## src/rtl/reg_file_2r1w.sv

```systemverilog
// Register file with one write port and two registered read ports (A, B).
// Optional macro RF_WR_BYPASS_EN forwards same-edge write data to a matching read.
module reg_file_2r1w #(
    parameter  int unsigned WIDTH    = 6,
    parameter  int unsigned DEPTH    = 8,
    parameter  int unsigned ZERO_REG = 0,
    localparam int unsigned ADDR_W   = $clog2(DEPTH)
) (
    input  logic              clk,
    input  logic              rst,
    input  logic              we,
    input  logic [ADDR_W-1:0] waddr,
    input  logic [WIDTH-1:0]  wdata,
    input  logic              re_a,
    input  logic [ADDR_W-1:0] raddr_a,
    output logic [WIDTH-1:0]  rdata_a,
    input  logic              re_b,
    input  logic [ADDR_W-1:0] raddr_b,
    output logic [WIDTH-1:0]  rdata_b
);

    logic [WIDTH-1:0] mem_q [DEPTH];
    logic [DEPTH-1:0] wen;
    logic [WIDTH-1:0] rdata_a_q, rdata_a_d;
    logic [WIDTH-1:0] rdata_b_q, rdata_b_d;

    // Zero register and optional bypass are resolved in the mux, ahead of the capture flop.
    function automatic logic [WIDTH-1:0] read_mux(input logic [ADDR_W-1:0] addr);
        logic [WIDTH-1:0] v;
        v = mem_q[addr];
`ifdef RF_WR_BYPASS_EN
        if (we && (addr == waddr)) v = wdata;
`endif
        if ((ZERO_REG != 0) && (addr == '0)) v = '0;
        return v;
    endfunction

    always_comb begin
        wen = '0;
        for (int unsigned i = 0; i < DEPTH; i++) begin
            wen[i] = we && (waddr == ADDR_W'(i)) && !((ZERO_REG != 0) && (i == 0));
        end
    end

    always_comb begin
        rdata_a_d = rdata_a_q;
        rdata_b_d = rdata_b_q;
        if (re_a) rdata_a_d = read_mux(raddr_a);
        if (re_b) rdata_b_d = read_mux(raddr_b);
    end

    always_ff @(posedge clk) begin
        if (rst) begin
            for (int unsigned i = 0; i < DEPTH; i++) mem_q[i] <= '0;
            rdata_a_q <= '0;
            rdata_b_q <= '0;
        end else begin
            for (int unsigned i = 0; i < DEPTH; i++) begin
                if (wen[i]) mem_q[i] <= wdata;
            end
            rdata_a_q <= rdata_a_d;
            rdata_b_q <= rdata_b_d;
        end
    end

    assign rdata_a = rdata_a_q;
    assign rdata_b = rdata_b_q;

endmodule

```

## config.mk

```make
export PLATFORM = sky130hd
export DESIGN_NAME = reg_file_2r1w
export DESIGN_NICKNAME = d
export VERILOG_FILES = /design/src/rtl/reg_file_2r1w.sv
export SDC_FILE = /design/constraint.sdc
export NUM_CORES = 1
export LEC_CHECK = 0
export ABC_AREA = 1
export CORE_MARGIN = 3
export CORE_UTILIZATION = 40
export DETAILED_ROUTE_END_ITERATION = 16
export GPL_ROUTABILITY_DRIVEN = 0
export HOLD_SLACK_MARGIN = 0.1
export MAX_ROUTING_LAYER = met4
export SYNTH_ARGS = -nofsm -noshare
export SYNTH_HDL_FRONTEND = slang
export SYNTH_SLANG_ARGS = --single-unit
```

## constraint.sdc

```tcl
create_clock -name clk -period 1.27 [get_ports clk]
set_input_delay 0.127 -clock clk [delete_from_list [all_inputs] [get_ports clk]]
set_output_delay 0.127 -clock clk [all_outputs]
set_load 0.03 [all_outputs]
```

After elaboration in Yosys (flattened, before gate mapping) --
Memories as Yosys holds them, arrays and structs flattened. A register that Yosys moved wholly into a read port is not among the register bits. Cells that the tools add are included.
Operators by class: eq/ne operators 7, reductions and logical operators 9, mux-type cells 34, bitwise operators 8
Operators with widths (number):
- $mux 6 | 8
- $mux 1 | 26
- $eq 3x3->1 const B | 4
- $logic_and 1x1->1 | 8
- $or 1x1->1 | 8
- $eq 3x2->1 const B | 2
- $eq 3x1->1 const B | 1
- $logic_not 3->1 | 1
Word-level totals: bits in writable memories 48, memories 1, register bits 0, output and inout port bits 12
Memory list:
- mem_q | words 8, width 6, rd ports 2, clocked after Yosys merged registers in 2, write ports 8, RTL line 22 | logic [WIDTH-1:0] mem_q [DEPTH];

Depth between registers and ports, before layout --
Gate-level depths: netlist of the first run.
depth in word-level cells 6, mapped depth 8, gate-level depth less buffers 6

Worst setup path before layout of the first run --
OpenSTA, ideal clock, no wires.
path type input-to-reg, from in we, to mem mem_q[2][0] (enable), stages on the path 4, data arrival time 878 ps, setup slack 15 ps, data required time 893 ps, cell sequence inv_1 nor2_2 inv_1 o21ai_0
RTL lines:
- start: declaration | RTL line 11 | input logic we,
- end: declaration | RTL line 22

Final worst setup path of the first run --
from reg rdata_b_q[5] (netlist: rdata_b[5]) (read register of mem_q), to out rdata_b[5]
RTL lines:
- start: declaration | RTL line 25 | logic [WIDTH-1:0] rdata_b_q, rdata_b_d;
- end: declaration | RTL line 19 | output logic [WIDTH-1:0] rdata_b
No word-level cell between the ends.

==> results of run 1 <==
==> where the power goes <==
group / total, W / internal (W) / switching [W]
clock network: 0.00171 / 0.000906 / 0.000805
logic: 0.000839 / 0.000318 / 0.000521
registers: 0.00232 / 0.00227 / 0.0000506
total: 0.00487 / 0.00349 / 0.00138
==> cell type report <==
cell class,instances,area (um^2),share of cell area (%)
Clock buffer,10,127.6,3.162
Sequential cell,60,1682,41.66
Multi-Input combinational cell,267,1192,29.54
Clock inverter,6,63.81,1.581
Tap cell,102,127.6,3.162
Timing Repair Buffer,62,590.6,14.63
Inverter,66,252.7,6.262
==> per-stage QoR <==
stage / instance area (um^2) / util (%)
floorplan: 3257 / -
global placement: 3857 / 49.41
detailed placement: 3857 / 49.41
CTS: 4034 / 51.67
global route: 4036 / 51.70
finish: 4036 / 51.70
==> routing by layer <==
metal	up-vias	share of wire (%)
met2	141	43
met5	-	0
li1	1430	-
met1	1265	46
met3	27	7.6
met4	0	3.4
==> flip-flops by register name (all words and copies together) (netlist names) <==
| name | cells |
|---|---|
| mem_q | 48 |
| rdata_b | 6 |
| rdata_a | 6 |
==> cells in the mapped netlist <==
cell	number
buf_6	7
nor2_2	1
nand4_1	3
nor2_1	45
nand2_1	112
o21ai_0	19
edfxtp_1	48
a21oi_2	12
buf_2	10
clkbuf_1	1
o21ai_1	1
inv_4	2
inv_2	1
dfxtp_1	12
nand3_1	74
inv_1	63
==> kinds of logic (layout without fill, tap and decap cells) <==
kind of cell	after synthesis	count (layout)	share of synthesized area, %
compound gates	32	32	6.300
flops	60	60	51.63
simple gates	235	235	30.23
buf+inv	84	144	11.83
==> timing repair <==
| action | in CTS | in global routing |
|---|---|---|
| resized for setup | 12 | 2 |
| cloned | 0 | 0 |
| setup endpoints to repair | 12 | 6 |
| setup buffers | 0 | 0 |
==> worst paths after layout <==
path / start / endpoint / slack (ps) / cells after the start
setup / recovery: rdata_b[5] / rdata_b[5] / 70 / 1
hold / removal: rdata_b[3] / rdata_b[3] / 510 / 2
hold reg to reg: rdata_b[3] / rdata_b[3] / 510 / 2
setup reg to reg: mem_q[5][1] / rdata_a[1] / 250 / 6
==> results_dict.tcl, run 1 <==
set metrics [dict create \
    wl_per_cell_um 14.18 \
    vias 2863 \
    final_max_slew_viol_count 0 \
    cts-buffers-inserted 9 \
    synth.cell_area_um2 3257 \
    synthesis.nets 431 \
    hold_ws_ps 513.7 \
    final_antenna_net_count 0 \
    cts.sinks 60 \
    yosysWarnings 0 \
    ir_drop_uv 716.2 \
    synth_seq_cells 60 \
    min_period_ps 1202 \
    drt_first_iter_violations 193 \
    min_path_type "flip-flop to flip-flop" \
    synth_cells 411 \
    grtUsageTotal_pct 19.55 \
    grt-ovfl-total 0 \
    drt_wl_total_mm 8.128 \
    drt-vias-per-instance 4.997 \
    clk_pin_slew_ps 80 \
    synthTopCellsByArea "edfxtp_1 44%, nand2_1 13%, nand3_1 11%" \
    cp_data_required_time_ps 1140 \
    path_class "flip-flop to output port" \
    pre_cts_slack_ps -336.9 \
    cp_cell_sequence "dlygate4sd2_1" \
    final_common_cell "nand2_1" \
    timing.setup.tns_ps 0 \
    fp.dieW_um 96.24 \
    finalSetupViolations 0 \
    layout_common_cells "112 x nand2_1, 74 x nand3_1, 63 x inv_1" \
    clockBufferDepth 2 \
    antenna_cells 0 \
    gr-usage-met2_pct 27.31 \
    met1_usage_pct 26.11 \
    cp_slowest_cell "dlygate4sd2_1" \
    fin_cells 573 \
    min_period_over_period_pct 94.64 \
    drc_errors 0 \
    nNetsFinal 486 \
    max_freq_ghz 0.8320 \
    hpwl_mm 6.063 \
    first_pass_iters 5 \
    placed_cells 557 \
    syn_area_per_cell_um2 7.924 \
    rows 32 \
    finalClockSkew_ps 8.911 \
    yosys.area.top_type "edfxtp_1" \
    clkLatencyLatePin_ps 350 \
    cp-start-kind "flip-flop" \
    initial_core_util_pct 41.71 \
    nFillCells 788 \
    crit_buf_inv 1 \
    rsz0062_at_grt "false" \
    netlist-cell-type-count 16 \
    cp-end-kind "output port" \
    status "finished clean" \
    setup_ws_ps 68.02 \
    drive_gt1_share_pct 13.16 \
    grt_first_pass_wirelength_mm 12.93 \
    grtUsageMet3_pct 4.848 \
    leakagePower_nw 1.882 \
    die_h_um 96.24 \
    cpLargestDelayFamily "buffers and inverters" \
    synth_seq_area_share_pct 51.63 \
    placement.io_buffers 31 \
    fp.dieArea_um2 9261 \
    cts_tree "built" \
    max-slew-margin-rel_pct 78.72 \
    drv_cap 0 \
    grt_pass1_vias 2557 \
    hold_buffers 0 \
    cp_max_fo 2 \
    total_power_w 0.004871 \
    cts_root_buf "clkbuf_8" \
    core_area_um2 7807 \
    antenna_found_initial 0 \
    worst_pin_slew_ps 318.9 \
    top_usage_layer "met2" \
    htree_levels 3 \
    grt_max_degree 25 \
    io_pins 32 \
    yosysTopAreaCellShare_pct 44.26 \
    area_growth_syn_to_layout_pct 23.93 \
    hold_violations 0 \
    crit_arrival_ps 1070 \
    slowest_delay_ps 400 \
    power_density_nw_per_um2 1207 \
]
(Power assumes the default switching activity.)
==> run 2, diff against run 1 <==
Settings changed: CORE_ASPECT_RATIO from default to 0.7.
==> run 2 against run 1 <==
- clock skew down 3.8 ps
- final area increased by 4.4%
- die area up 0.18%
- utilization is 3.9 points higher
- worst hold slack lost 45 ps
- sequential power is essentially flat
- first-iteration DRC count up 27%
- clock power up 61%
- sequential share of layout area down 1.8 points
- via count increased by 2.5%
- critical path depth rose by 4
- clock-buffer cell count unchanged
- critical endpoint is now mem_q[7][5]
- highest routed layer unchanged
==> results_dict.tcl, run 2 (same netlist as run 1, synthesis figures left out) <==
set metrics [dict create \
    status "finished clean" \
    p_int_w 0.004512 \
    clk_pin_slew_ps 50 \
    drive_gt1_share_pct 15.24 \
    clockBufferDepth 2 \
    io_pins 32 \
    core_area_um2 7580 \
    cp_cell_sequence "clkdlybuf4s50_1 -> buf_4 -> nand2_1 -> o21ai_1 -> buf_4" \
    cp_common_cell "buf_4" \
    drc_errors 0 \
    worst_pin_slew_ps 368.2 \
    grt_pass1_vias 2684 \
    leakagePower_nw 1.987 \
    drt-vias-per-instance 5.085 \
    min_period_ps 1205 \
    timing.setup.tns_ps 0 \
    drt_first_iter_violations 245 \
    min_period_over_period_pct 94.87 \
    pwr-share-seq_pct 39.2 \
    largest_register "mem_q" \
    min_from "waddr[0]" \
    cts_tree "built" \
    final_common_cell "nand2_1" \
    stdcell_area_um2 4214 \
    antenna_cells 0 \
    max-slew-margin-rel_pct 75.38 \
    grt_max_degree 25 \
    nFillCells 706 \
    multi_input_area_um2 1200 \
    placed_cells 561 \
    fin_cells 577 \
    hold_violations 0 \
    path_class "primary input to flip-flop" \
    first_pass_iters 5 \
    nNetsFinal 494 \
    crit_arrival_ps 1240 \
    rsz0062_at_grt "false" \
    die_h_um 81.50 \
    min_path_type "primary input to flip-flop" \
    layout.area.seq_um2 1682 \
    cts_setup_buffers 0 \
    final_max_slew_viol_count 0 \
    clockPowerShare_pct 46.2 \
    critPathLaunch "waddr[1]" \
    grtUsageTotal_pct 20.62 \
    rows 26 \
    cp-start-kind "primary input" \
    drt_wl_total_mm 8.913 \
    clkLatencyLatePin_ps 320 \
    largest_reg_flops 48 \
    layout_common_cells "112 x nand2_1, 73 x nand3_1, 63 x inv_1" \
    worst_r2r_startpoint "mem_q[2][4]" \
    cp-end-kind "flip-flop" \
    cp_max_fo 6 \
    cts_root_buf "clkbuf_16" \
    cp_data_required_time_ps 1300 \
    htree_levels 3 \
    vias 2934 \
    fp.dieW_um 113.9 \
    wl_per_cell_um 15.45 \
    placement.io_buffers 31 \
    drv_cap 0 \
    grt_first_pass_wirelength_mm 13.99 \
    pwr-share-comb_pct 14.5 \
    max_freq_ghz 0.8300 \
    grt-ovfl-total 0 \
    antenna_found_initial 0 \
    ir_drop_uv 704.6 \
    reg2reg_slack_ps 210 \
    cts.sinks 60 \
    p_switching_w 0.001429 \
    hpwl_mm 6.657 \
    area_growth_syn_to_layout_pct 29.39 \
    switching_share_pct 24.05 \
    initial_core_util_pct 42.97 \
    place_area_um2 3875 \
    fp.dieArea_um2 9278 \
    power_density_nw_per_um2 1410 \
    slowest_delay_ps 520 \
    finalClockSkew_ps 5.128 \
    cp_slowest_cell "clkdlybuf4s50_1" \
    finalSetupViolations 0 \
    cts-buffers-inserted 9 \
    final_antenna_net_count 0 \
]
## run 2: changes by cell type in the layout (fill, tap and decap cells not counted), moves of 2 or more
cell and change:
o21ai_0 -2, buf_4 +11, bufinv_16 +2, o21ai_1 +2, buf_12 -3, clkbuf_16 +9, clkbuf_8 -9
## run 2: metal layers
layer	track usage, %	wire, um	vias to the layer above
met1	28.47	4165	1315
met2	30.96	3802	165
met5	-	0	-
met4	2.728	57	0
li1	-	-	1444
met3	6.333	888	10
## run 2: power groups by stage
stage / Combinational (W) / Clock (W) / Sequential (W)
after floorplan: 0.000454 / 0 / 0.00241
final: 0.000862 / 0.00275 / 0.00233
after global placement: 0.000863 / 0 / 0.00237
after global routing: 0.000945 / 0.00288 / 0.00234
after CTS: 0.000853 / 0.00278 / 0.00233
after detailed placement: 0.000869 / 0 / 0.00237
## run 2: timing repair
item | CTS | global route
endpoints found under the setup margin | 12 | 36
gates resized for setup | 12 | 7
gates cloned | 0 | 0
pin swaps | 0 | 1
hold buffers | 0 | 0
## run 2: path summary, 6_finish.rpt
check	endpoint	depth (start not counted)
worst max-delay path	mem_q[7][5]	5
worst min-delay path	mem_q[3][0]	4
worst max register to register	rdata_b[4]	6
worst min register to register	rdata_a[2]	2
## run 2: per-stage QoR
step | hold WS (ps) | total power [W] | worst slack [ps] | utilization (%)
2_1_floorplan | 327.7 | 0.002864 | 14.59 | -
3_3_place_gp | 498.8 | 0.003229 | -302.4 | 51.12
3_5_place_dp | 525.5 | 0.003239 | -311.7 | 51.12
4_1_cts | 535.3 | 0.005968 | 25.52 | 55.43
5_1_grt | 519.8 | 0.006168 | 4.135 | 55.60
6_report | 468.5 | 0.005941 | 65.19 | 55.60
## run 2: area by class of cell
class                           instances  share of cell area, %
Inverter                               66                  5.998
Timing Repair Buffer                   70                  14.61
Multi-Input combinational cell        267                  28.47
Tap cell                               98                  2.910
Sequential cell                        60                  39.90
Clock inverter                          6                  2.672
Clock buffer                           10                  5.434
## run 2: critical path, delay by kind of cell
| kind | cells | cell delay, ps |
|---|---|---|
| simple gates | 1 | 60 |
| buf+inv | 3 | 840 |
| compound gates | 1 | 200 |
==> run 3, diff against run 2 <==
Settings changed: PLACE_DENSITY_LB_ADDON from default to 0.25, SETUP_SLACK_MARGIN from default to 0.02.
==> run 3 against run 2 <==
- clock skew is 1.3 ps higher
- critical endpoint is now rdata_a[1]
- die area stayed put
- highest routed layer unchanged
- maximum frequency is 0.99% lower
- global-route usage is 0.83 points higher
- clock power is 12% lower
- sequential power hardly changed
- combinational power is 0.5% lower
- final cell count is 1.2% lower
==> results_dict.tcl, run 3 (same netlist as run 1, synthesis figures left out) <==
set metrics [dict create \
    status "finished clean" \
    top_usage_layer "met2" \
    pwr-share-seq_pct 41.5 \
    wl_per_cell_um 15.78 \
    cp_cell_sequence "dlygate4sd2_1" \
    die_h_um 81.50 \
    drv_cap 0 \
    pwr-share-comb_pct 15.3 \
    fp.dieArea_um2 9278 \
    gr-usage-met2_pct 30.14 \
    final_common_cell "nand2_1" \
    drt-vias-per-instance 5.275 \
    grt-ovfl-total 0 \
    cts-buffers-inserted 9 \
    p_int_w 0.004112 \
    clkLatencyLatePin_ps 330 \
    slowest_delay_ps 410 \
    antenna_found_initial 0 \
    largest_reg_flops 48 \
    vias 3007 \
    clockPowerShare_pct 43.2 \
    cts_root_buf "clkbuf_16" \
    fin_util_pct 54.57 \
    pre_cts_slack_ps -316.9 \
    htree_levels 3 \
    cp-end-kind "output port" \
    switching_share_pct 26.74 \
    path_class "flip-flop to output port" \
    largest_register "mem_q" \
    crit_arrival_ps 1090 \
    initial_core_util_pct 42.97 \
    final_antenna_net_count 0 \
    placement.io_buffers 31 \
    power_density_nw_per_um2 1357 \
    hold_violations 0 \
    nNetsFinal 487 \
    final_max_slew_viol_count 0 \
    fp.dieW_um 113.9 \
    p_switching_w 0.001501 \
    drc_errors 0 \
    grtUsageMet3_pct 5.376 \
    crit_buf_inv 1 \
    cp_data_required_time_ps 1140 \
    worst_pin_slew_ps 323.0 \
    setup_ws_ps 53.19 \
    cts.sinks 60 \
    worst_r2r_startpoint "mem_q[0][2]" \
    cpLargestDelayFamily "buffers and inverters" \
    met1_usage_pct 30.09 \
    clockBufferDepth 2 \
    hold_buffers 0 \
    grtUsageTotal_pct 21.44 \
    rsz0062_at_grt "true" \
    cp_max_fo 2 \
    first_pass_iters 5 \
    cp-start-kind "flip-flop" \
    finalSetupViolations 0 \
    max_freq_ghz 0.8218 \
    antenna_cells 0 \
    area_growth_syn_to_layout_pct 27.01 \
    drt_first_iter_violations 281 \
    min_period_over_period_pct 95.81 \
    min_from "rdata_b[3]" \
    drt_wl_total_mm 8.994 \
    hpwl_mm 6.720 \
    grt_first_pass_wirelength_mm 14.67 \
    grt_pass1_vias 2775 \
    grt_max_degree 25 \
    finalClockSkew_ps 6.436 \
    leakagePower_nw 1.929 \
    critPathLaunch "rdata_a[1]" \
    cp_slowest_cell "dlygate4sd2_1" \
    min_period_ps 1217 \
    ir_drop_uv 768.0 \
    min_path_type "flip-flop to flip-flop" \
    cts_tree "built" \
    io_pins 32 \
    layout_common_cells "112 x nand2_1, 74 x nand3_1, 63 x inv_1" \
    max-slew-margin-rel_pct 78.45 \
    clk_pin_slew_ps 50 \
    core_area_um2 7580 \
    rows 26 \
    drive_gt1_share_pct 13.77 \
]
-- run 3: what timing repair did --
action,CTS,global route
setup buffers,0,2
resized for setup,12,4
gates cloned,0,0
endpoints found under the hold margin,0,0
endpoints found under the setup margin,12,26
-- run 3: path summary, 6_finish.rpt --
kind / to / slack, ps / depth (start not counted)
min reg2reg: rdata_b[3] / 520 / 2
min: rdata_b[3] / 520 / 2
max: rdata_a[1] / 50 / 1
max reg2reg: rdata_b[2] / 170 / 6
-- run 3: cell type report --
class / count / area (um^2)
multi-input cells: 267 / 1192
clock buffers: 9 / 225.2
clock inverters: 7 / 76.32
fillers: 700 / 3443
inverters: 66 / 252.7
repair buffers: 63 / 585.6
well taps: 98 / 122.6
flip-flops and latches: 60 / 1682
-- run 3: layer usage --
metal / vias up / share of wire, %
met2: 173 / 42
li1: 1432 / -
met5: - / 0
met4: 0 / 1.5
met3: 15 / 10
met1: 1387 / 47
-- run 3: stage by stage --
step	total power (W)	cell area, um^2	hold slack, ps	TNS [ps]	cells
after floorplan	0.002864	3257	327.7	0	411
after global placement	0.003224	3832	495.4	-16670	552
after detailed placement	0.003233	3832	516.6	-18450	552
after CTS	0.005626	4119	524.1	0	568
after global routing	0.005817	4136	576.7	-2.134	570
final	0.005612	4136	516.4	0	570
-- run 3: power by group through the flow --
stage	Sequential, W	Combinational [W]	Clock, W
final	0.00233	0.000858	0.00242
after floorplan	0.00241	0.000454	0
after detailed placement	0.00237	0.000862	0
after global routing	0.00234	0.000943	0.00253
after global placement	0.00237	0.000859	0
after CTS	0.00233	0.000844	0.00245
